===== src/rtl/ps2_pkg.sv =====
// PS/2 keyboard shared types, prefix bytes and the
// set-2 scan code to Hack key code translation.
package ps2_pkg;

  typedef enum logic [1:0] {
    S_IDLE,
    S_DATA,
    S_PARITY,
    S_STOP
  } rx_state_e;

  localparam logic [7:0] PS2_EXT = 8'hE0;
  localparam logic [7:0] PS2_BRK = 8'hF0;

  localparam logic [15:0] KEY_NEWLINE   = 16'd128;
  localparam logic [15:0] KEY_BACKSPACE = 16'd129;
  localparam logic [15:0] KEY_LEFT      = 16'd130;
  localparam logic [15:0] KEY_UP        = 16'd131;
  localparam logic [15:0] KEY_RIGHT     = 16'd132;
  localparam logic [15:0] KEY_DOWN      = 16'd133;
  localparam logic [15:0] KEY_HOME      = 16'd134;
  localparam logic [15:0] KEY_END       = 16'd135;
  localparam logic [15:0] KEY_PGUP      = 16'd136;
  localparam logic [15:0] KEY_PGDN      = 16'd137;
  localparam logic [15:0] KEY_INSERT    = 16'd138;
  localparam logic [15:0] KEY_DELETE    = 16'd139;
  localparam logic [15:0] KEY_ESC       = 16'd140;
  localparam logic [15:0] KEY_F1        = 16'd141;

  // Returns 0 for any byte without a Hack equivalent
  function automatic logic [15:0] ps2_to_hack(
    input logic       ext,
    input logic [7:0] b
  );
    logic [15:0] r;
    r = '0;
    if (ext) begin
      case (b)
        8'h6B: r = KEY_LEFT;
        8'h75: r = KEY_UP;
        8'h74: r = KEY_RIGHT;
        8'h72: r = KEY_DOWN;
        8'h6C: r = KEY_HOME;
        8'h69: r = KEY_END;
        8'h7D: r = KEY_PGUP;
        8'h7A: r = KEY_PGDN;
        8'h70: r = KEY_INSERT;
        8'h71: r = KEY_DELETE;
        default: r = '0;
      endcase
    end else begin
      case (b)
        8'h1C: r = 16'd65;  8'h32: r = 16'd66;
        8'h21: r = 16'd67;  8'h23: r = 16'd68;
        8'h24: r = 16'd69;  8'h2B: r = 16'd70;
        8'h34: r = 16'd71;  8'h33: r = 16'd72;
        8'h43: r = 16'd73;  8'h3B: r = 16'd74;
        8'h42: r = 16'd75;  8'h4B: r = 16'd76;
        8'h3A: r = 16'd77;  8'h31: r = 16'd78;
        8'h44: r = 16'd79;  8'h4D: r = 16'd80;
        8'h15: r = 16'd81;  8'h2D: r = 16'd82;
        8'h1B: r = 16'd83;  8'h2C: r = 16'd84;
        8'h3C: r = 16'd85;  8'h2A: r = 16'd86;
        8'h1D: r = 16'd87;  8'h22: r = 16'd88;
        8'h35: r = 16'd89;  8'h1A: r = 16'd90;
        8'h45: r = 16'd48;  8'h16: r = 16'd49;
        8'h1E: r = 16'd50;  8'h26: r = 16'd51;
        8'h25: r = 16'd52;  8'h2E: r = 16'd53;
        8'h36: r = 16'd54;  8'h3D: r = 16'd55;
        8'h3E: r = 16'd56;  8'h46: r = 16'd57;
        8'h29: r = 16'd32;
        8'h5A: r = KEY_NEWLINE;
        8'h66: r = KEY_BACKSPACE;
        8'h76: r = KEY_ESC;
        8'h05: r = KEY_F1;
        8'h06: r = KEY_F1 + 16'd1;
        8'h04: r = KEY_F1 + 16'd2;
        8'h0C: r = KEY_F1 + 16'd3;
        8'h03: r = KEY_F1 + 16'd4;
        8'h0B: r = KEY_F1 + 16'd5;
        8'h83: r = KEY_F1 + 16'd6;
        8'h0A: r = KEY_F1 + 16'd7;
        8'h01: r = KEY_F1 + 16'd8;
        8'h09: r = KEY_F1 + 16'd9;
        8'h78: r = KEY_F1 + 16'd10;
        8'h07: r = KEY_F1 + 16'd11;
        default: r = '0;
      endcase
    end
    return r;
  endfunction

endpackage


===== src/rtl/ps2_keyboard_if.sv =====
// PS/2 pins in, Hack key code and status pulses out.
interface ps2_keyboard_if;
  logic        ps2_clk;
  logic        ps2_data;
  logic [15:0] scancode;
  logic        key_strobe;
  logic        frame_error;

  modport master (
    output ps2_clk, ps2_data,
    input  scancode, key_strobe, frame_error
  );

  modport slave (
    input  ps2_clk, ps2_data,
    output scancode, key_strobe, frame_error
  );
endinterface


===== src/rtl/ps2_rx.sv =====
// PS/2 frame receiver: pin synchronizer, clock glitch
// filter, start/data/parity/stop FSM and frame timeout.
module ps2_rx
  import ps2_pkg::*;
#(
  parameter int FILTER         = 4,
  parameter int TIMEOUT_CYCLES = 50000
) (
  input  logic       i_clk,
  input  logic       i_rst,
  input  logic       i_ps2_clk,
  input  logic       i_ps2_data,
  output logic [7:0] o_byte,
  output logic       o_byte_valid,
  output logic       o_frame_error
);

  localparam int FW = $clog2(FILTER + 1);
  localparam int TW = $clog2(TIMEOUT_CYCLES + 1);

  logic [1:0]    r_clk_sync;
  logic [1:0]    r_dat_sync;
  logic          r_filt;
  logic [FW-1:0] r_fcnt;
  rx_state_e     r_state;
  logic [2:0]    r_bitcnt;
  logic [7:0]    r_shift;
  logic          r_par;
  logic [TW-1:0] r_tcnt;

  logic w_clk_s;
  logic w_dat;
  logic w_fall;

  assign w_clk_s = r_clk_sync[1];
  assign w_dat   = r_dat_sync[1];
  // Last of FILTER consecutive low samples while filtered level is high
  assign w_fall  = r_filt && !w_clk_s &&
                   (r_fcnt == FW'(FILTER - 1));

  always_ff @(posedge i_clk) begin
    if (i_rst) begin
      r_clk_sync <= 2'b11;
      r_dat_sync <= 2'b11;
      r_filt     <= 1'b1;
      r_fcnt     <= '0;
    end else begin
      r_clk_sync <= {r_clk_sync[0], i_ps2_clk};
      r_dat_sync <= {r_dat_sync[0], i_ps2_data};
      if (w_clk_s == r_filt) begin
        r_fcnt <= '0;
      end else if (r_fcnt == FW'(FILTER - 1)) begin
        r_filt <= w_clk_s;
        r_fcnt <= '0;
      end else begin
        r_fcnt <= r_fcnt + 1'b1;
      end
    end
  end

  always_ff @(posedge i_clk) begin
    if (i_rst) begin
      r_state       <= S_IDLE;
      r_bitcnt      <= '0;
      r_shift       <= '0;
      r_par         <= 1'b0;
      r_tcnt        <= '0;
      o_byte        <= '0;
      o_byte_valid  <= 1'b0;
      o_frame_error <= 1'b0;
    end else begin
      o_byte_valid  <= 1'b0;
      o_frame_error <= 1'b0;
      if (w_fall) begin
        r_tcnt <= '0;
        case (r_state)
          S_IDLE: begin
            if (!w_dat) begin
              r_state  <= S_DATA;
              r_bitcnt <= '0;
              r_par    <= 1'b0;
            end
          end
          S_DATA: begin
            r_shift  <= {w_dat, r_shift[7:1]};
            r_par    <= r_par ^ w_dat;
            r_bitcnt <= r_bitcnt + 1'b1;
            if (r_bitcnt == 3'd7) r_state <= S_PARITY;
          end
          S_PARITY: begin
            r_par   <= r_par ^ w_dat;
            r_state <= S_STOP;
          end
          S_STOP: begin
            r_state <= S_IDLE;
            if (r_par && w_dat) begin
              o_byte       <= r_shift;
              o_byte_valid <= 1'b1;
            end else begin
              o_frame_error <= 1'b1;
            end
          end
          default: r_state <= S_IDLE;
        endcase
      end else if (r_state != S_IDLE) begin
        if (r_tcnt == TW'(TIMEOUT_CYCLES - 1)) begin
          r_state       <= S_IDLE;
          r_tcnt        <= '0;
          o_frame_error <= 1'b1;
        end else begin
          r_tcnt <= r_tcnt + 1'b1;
        end
      end
    end
  end

endmodule


===== src/rtl/ps2_keyboard.sv =====
// PS/2 keyboard to Hack keyboard register: prefix
// tracking and the held-key scancode register.
module ps2_keyboard
  import ps2_pkg::*;
#(
  parameter int FILTER         = 4,
  parameter int TIMEOUT_CYCLES = 50000
) (
  input logic           clock,
  input logic           reset,
  ps2_keyboard_if.slave bus
);

  logic [7:0]  w_byte;
  logic        w_byte_valid;
  logic        w_frame_error;
  logic [15:0] w_code;

  logic        r_ext;
  logic        r_brk;
  logic [15:0] r_scancode;
  logic        r_strobe;

  ps2_rx #(
    .FILTER        (FILTER),
    .TIMEOUT_CYCLES(TIMEOUT_CYCLES)
  ) u_rx (
    .i_clk        (clock),
    .i_rst        (reset),
    .i_ps2_clk    (bus.ps2_clk),
    .i_ps2_data   (bus.ps2_data),
    .o_byte       (w_byte),
    .o_byte_valid (w_byte_valid),
    .o_frame_error(w_frame_error)
  );

  assign w_code = ps2_to_hack(r_ext, w_byte);

  always_ff @(posedge clock) begin
    if (reset) begin
      r_ext      <= 1'b0;
      r_brk      <= 1'b0;
      r_scancode <= '0;
      r_strobe   <= 1'b0;
    end else begin
      r_strobe <= 1'b0;
      if (w_frame_error) begin
        r_ext <= 1'b0;
        r_brk <= 1'b0;
      end else if (w_byte_valid) begin
        unique case (1'b1)
          (w_byte == PS2_EXT): r_ext <= 1'b1;
          (w_byte == PS2_BRK): r_brk <= 1'b1;
          default: begin
            r_ext <= 1'b0;
            r_brk <= 1'b0;
            // A break only clears the key it names
            if (!r_brk && w_code != '0) begin
              r_scancode <= w_code;
              r_strobe   <= 1'b1;
            end else if (r_brk && w_code == r_scancode) begin
              r_scancode <= '0;
            end
          end
        endcase
      end
    end
  end

  assign bus.scancode    = r_scancode;
  assign bus.key_strobe  = r_strobe;
  assign bus.frame_error = w_frame_error;

endmodule


===== src/flat_wrapper.sv =====
// flat-port wrapper written by rule: the top's interface ports become plain ports
module ps2_keyboard_flat import ps2_pkg::*;
#(
  parameter int FILTER         = 4,
  parameter int TIMEOUT_CYCLES = 50000
)
  (clock, reset, bus_ps2_clk, bus_ps2_data, bus_scancode, bus_key_strobe, bus_frame_error);
  ps2_keyboard_if bus_i ();
  input logic clock;
  input logic reset;
  input wire logic [$bits(bus_i.ps2_clk)-1:0] bus_ps2_clk;
  input wire logic [$bits(bus_i.ps2_data)-1:0] bus_ps2_data;
  output wire logic [$bits(bus_i.scancode)-1:0] bus_scancode;
  output wire logic [$bits(bus_i.key_strobe)-1:0] bus_key_strobe;
  output wire logic [$bits(bus_i.frame_error)-1:0] bus_frame_error;
  assign bus_i.ps2_clk = bus_ps2_clk;
  assign bus_i.ps2_data = bus_ps2_data;
  assign bus_scancode = bus_i.scancode;
  assign bus_key_strobe = bus_i.key_strobe;
  assign bus_frame_error = bus_i.frame_error;
  ps2_keyboard #(.FILTER(FILTER), .TIMEOUT_CYCLES(TIMEOUT_CYCLES)) u_core (.clock(clock), .reset(reset), .bus(bus_i));
endmodule

===== config.mk =====
export PLATFORM = sky130hd
export DESIGN_NAME = ps2_keyboard_flat
export DESIGN_NICKNAME = d
export VERILOG_FILES = /design/src/rtl/ps2_pkg.sv /design/src/rtl/ps2_keyboard_if.sv /design/src/rtl/ps2_rx.sv /design/src/rtl/ps2_keyboard.sv /design/src/flat_wrapper.sv
export SDC_FILE = /design/constraint.sdc
export NUM_CORES = 1
export LEC_CHECK = 0
export BUFFER_PORTS_ARGS = -buffer_cell sky130_fd_sc_hd__buf_2
export CORE_ASPECT_RATIO = 0.7
export CORE_MARGIN = 1.5
export CORE_UTILIZATION = 55
export CTS_BUF_LIST = sky130_fd_sc_hd__clkbuf_16
export CTS_CLUSTER_DIAMETER = 120
export DETAILED_ROUTE_END_ITERATION = 10
export PLACE_DENSITY = 0.79
export SYNTH_ARGS = -nofsm -noshare
export SYNTH_HDL_FRONTEND = slang
export SYNTH_SLANG_ARGS = --single-unit

===== constraint.sdc =====
create_clock -name clock -period 3.15 [get_ports clock]
set_input_delay 0.1575 -clock clock [delete_from_list [all_inputs] [get_ports clock]]
set_output_delay 0.1575 -clock clock [all_outputs]
set_load 0.01 [all_outputs]

Yosys cells after proc, flatten, opt, wreduce, memory -nomap -nowiden
Memories as Yosys holds them, arrays and structs flattened. A register that Yosys moved wholly into a read port is not among the register bits.
Cells that the tools add are included.
{"block": "word_totals", "ff_bits": 67, "rom_bits": 2048, "input_bits": 4, "output_inout_bits": 18, "n_memories": 1}
{"name": "(name not given)", "words": 256, "word_bits": 8, "read_ports": 1, "rd_ports_with_merged_regs": 1, "wr": 0, "line_no": "ps2_pkg.sv:52", "rtl": "case (b)"}
{"block": "classes", "add_sub_neg": 3, "n_eq_ne": 23, "mux": 26, "n_bitwise": 9, "reduce_logical": 31}
{"operator": "8-bit by 7-bit == test with 1-bit output, second input constant", "n": 10}
{"operator": "8-bit one-hot mux with 10 select lines", "n": 1}
{"operator": "16-bit 2-to-1 mux", "n": 4}
{"operator": "16-bit by 1-bit adder with 16-bit output, second input constant", "n": 1}
{"operator": "16-bit == test", "n": 1}
{"operator": "16-bit == test, second input constant", "n": 1}
{"operator": "8-bit == test, second input constant", "n": 2}
{"operator": "8-bit 2-to-1 mux", "n": 2}
{"operator": "16-bit nonzero test", "n": 1}
{"operator": "2-bit nonzero test", "n": 6}
{"operator": "2-bit 2-to-1 mux", "n": 5}
{"operator": "3-bit AND reduction", "n": 3}
{"operator": "1-bit 2-to-1 mux", "n": 8}
{"operator": "1-bit inverter", "n": 8}
{"operator": "2-bit one-hot mux with 4 select lines", "n": 1}
{"operator": "2-bit AND reduction", "n": 4}
{"operator": "4-bit AND reduction", "n": 2}
{"operator": "2-bit OR reduction", "n": 4}
{"operator": "3-bit by 1-bit adder with 3-bit output, second input constant", "n": 2}
{"operator": "3-bit inequality test, second input constant", "n": 2}
{"operator": "1-bit one-hot mux with 2 select lines", "n": 3}
{"operator": "3-bit one-hot mux with 2 select lines", "n": 1}
{"operator": "3-bit OR reduction", "n": 2}
{"operator": "1-bit logical AND", "n": 5}
{"operator": "11 further kinds", "n": 13}

Depth between registers and ports, before layout
{"block": "depth", "word_depth": 7, "mapped_depth": 15, "depth_no_buf": 13}

By module
From an unflattened synthesis, not the netlist that was laid out.
{"block": "unflattened", "hier_cells": 515, "area_unflattened_um2": 4043.9}
{"module": "ps2_keyboard", "n_inst": 1, "cells_per_inst": 288, "area_per_inst_um2": 2021.9, "seq_area_each_um2": 220.2}
{"module": "ps2_rx", "n_inst": 1, "cells_per_inst": 227, "area_per_inst_um2": 2021.9, "seq_area_each_um2": 960.9}

Worst setup path before layout
No wires, ideal clock.
{"block": "synth_timing", "path_type": "register to register", "startpoint": "reg u_core.u_rx.r_fcnt[0]", "endpoint": "reg (tool-made name)", "setup_time_ns": 0.132, "arrival_ns": 2.860, "setup_slack_ns": 0.158, "stages_incl_launch_ff": 13, "path_cell_list": "dfxtp_1 ha_1 ha_1 buf_2 and4_1 clkbuf_1 mux2i_1 inv_1 ha_1 clkbuf_1 mux4_2 o211ai_1 a311oi_1"}
{"element": "from (decl)", "line_no": "ps2_rx.sv:24", "rtl": "logic [FW-1:0] r_fcnt;"}
{"element": "from (signal assigned)", "line_no": "ps2_rx.sv:56", "rtl": "r_fcnt <= r_fcnt + 1'b1;"}

==> qor.yml <==
finalCriticalPeriod_ns: 2.96
instances_no_fill: 683
die_y_um: 78.7
p_sw_uw: 400
hp-class: "in -> reg"
yosysWarningCount: 0
slew_violations: 0
cp_max_fo: 8
finalHoldViolCount: 0
finish.utilization_pct: 62.3
run_status: "complete, no violations"
insertion_delay_ns: 0.33
synth_area_per_cell_sq_um: 7.81
start_kind: "register"
final_net_count: 599
postLayoutSetupSlackWorst_ns: 0.190
synthArstFlopShare_pct: 0
cts-root-buf: "clkbuf_16"
yosysMostFrequentCell: "nand2_1"
ant_nets: 0
path_clk_slew_ns: 0.05
dp_cells: 667
num_rows: 27
grt_pass1_wl_mm: 19.6
yosys.area.top_type: "dfxtp_1"
grt_max_degree: 26
clock_path_buffers: 2
start_util_pct: 56.9
yosys.cell_types.count: 76
vias: 4386
vdd_drop_max_mv: 0.240
rsz0062_at_grt: "no"
areaGrowthSynthToFinish_pct: 9.42
cts_made_buffers: 9
synth_common_cells: "nand2_1, dfxtp_1, a21oi_1, nor2_1, clkbuf_1"
critPathCaptureType: "register"
power.internal_mw: 1.55
drive_above_1_share_pct: 10.7
fin_skew_ns: 0.00710
p_per_area_nw_per_um2: 396
viasPerCell: 6.42
p_sw_share_pct: 20.5
critPathKind: "reg -> reg"
finalSetupViolations: 0
fillers: 675
seqPwrFrac_pct: 43.7
yosysSeqAreaShare_pct: 29.8
synthFlopType: "dfxtp_1"
multi_input_area_sq_um: 2870
fin_setup_tns_ns: 0
dieArea_sq_um: 8740
wire_per_inst_um: 17.4
tightest_slew_ns: 0.810
hold_slack_ns: 0.00234
fp.dieW_um: 111
wl_mm: 11.9
cts-htree-levels: 3
postSynthCellCount: 576
holdBufCountCts: 0
netlist_area_sq_um: 4500
final-seq-area_sq_um: 1340
ys_seq_elements: 67
grt_overflow: 0
comb_power_share_pct: 1.6
post_cts_buffers: 0
coreArea_sq_um: 7910
ios: 22
grt_use_total_pct: 27.7
antennaDiodeCount: 0
cp.arrival_ns: 3.16
fmax_ghz: 0.338
critical_path_required_ns: 3.35
clkPwrFrac_pct: 54.7
final_area_sq_um: 4920
pre_cts_slack_ns: 0.311
grt_pass1_vias: 4008
netlist.area_leader.share_pct: 29.8
slew_headroom_pct: 45.9
period_share_pct: 94.0
cts_tree: "done"
portBuffers: 13
gp_congestion: 1.03
drt-initial-drc-count: 666
maxCapViolations: 0
hpwl_mm: 8.55
total_power_mw: 1.95
drc: 0
synth.area.top_cells: "dfxtp_1, nand2_1, a21oi_1"
antenna_found_initial: 0
numClockSinks: 67
synth_edf_count: 0
leakagePower_nw: 1.81
firstDrtPassIters: 7
placed_cell_area_sq_um: 4600
==> logic make-up after synthesis <==
logic type | synth area share [%]
other | 0.0833
AOI/OAI and AO/OA | 22.1
xor gates and xnor gates | 3.70
buffers and inverters | 7.14
DFF | 29.8
muxes | 4.36
and+or+nand+nor | 27.8
adders and majority gates | 5.00
==> placed cells by master, fill, tap and decap left out, types with 3 or more instances in the layout <==
cell type,Yosys,routed
a32oi_1,4,4
nor4_1,9,9
mux2i_1,14,14
nand3b_1,7,7
a21oi_1,48,48
a31oi_1,7,7
buf_2,11,13
buf_4,11,16
a211oi_1,5,5
nand3_1,15,15
a211o_1,3,3
o22ai_1,3,3
o211ai_1,5,5
xnor2_1,7,7
xor2_1,12,12
clkbuf_16,0,9
ha_1,18,18
nor2b_1,9,9
nand2_1,72,72
nor3_1,12,12
conb_1,1,8
dfxtp_1,67,67
or2_2,6,6
o311ai_0,4,4
o32ai_1,4,4
a311oi_1,4,4
nor2_1,48,48
nand4_1,7,7
inv_1,21,22
nand2b_1,16,16
or3_1,8,8
o2bb2ai_1,4,4
and3_1,5,5
a22o_1,4,4
o31ai_1,6,5
o21ai_0,21,21
nor3b_1,5,5
==> power groups by stage <==
stage / Sequential (mW) / Clock [mW] / Combinational, mW
global placement: 0.870 / 0 / 0.0305
detailed placement: 0.870 / 0 / 0.0310
floorplan: 0.870 / 0 / 0.0321
finish: 0.852 / 1.06 / 0.0318
CTS: 0.851 / 1.07 / 0.0311
global route: 0.851 / 1.11 / 0.0352
==> worst paths after layout <==
path | startpoint | end | slack, ns | depth (start not counted)
min reg2reg | u_core.u_rx.r_dat_sync[0]$_SDFF_PP1_ | u_core.u_rx.r_dat_sync[1]$_SDFF_PP1_ | 0.41 | 1
min | bus_ps2_clk | u_core.u_rx.r_clk_sync[0]$_SDFF_PP1_ | 0.002 | 2
max reg2reg | u_core.u_rx.r_fcnt[0]$_SDFF_PP0_ | register | 0.19 | 13
max | u_core.u_rx.r_fcnt[0]$_SDFF_PP0_ | register | 0.19 | 13
==> critical path, stage by stage, from the launching register on <==
cell      delay [ns]
dfxtp_1         0.31
ha_1            0.20
ha_1            0.23
nand4_2         0.21
nand2_1         0.12
a21oi_1         0.22
inv_1           0.13
ha_1            0.27
inv_1           0.15
nor3_1          0.09
o311ai_0        0.42
a31oi_1         0.09
a211oi_1        0.29
o31ai_1         0.10
==> routing by layer <==
layer,vias up,GRT usage [%],share of wire (%)
li1,2066,-,-
met1,2037,37.6,45
met2,260,43.1,43
met3,23,6.72,10
met4,0,9.75,1.3
met5,-,0,0
==> final cells by class <==
| cell class | instances | area share, % |
|---|---|---|
| multi-input cells | 447 | 58.3 |
| clock inverters | 7 | 1.85 |
| well taps | 101 | 2.57 |
| repair buffers | 29 | 3.76 |
| flip-flops and latches | 67 | 27.2 |
| inverters | 23 | 1.75 |
| clock buffers | 9 | 4.57 |
==> repair_timing <==
action / 4_1_cts / 5_1_grt
hold endpoints to repair: 0 / 0
setup endpoints to repair: 0 / 2
gates resized for setup: 0 / 1
Power figures use the tool's default switching activity.
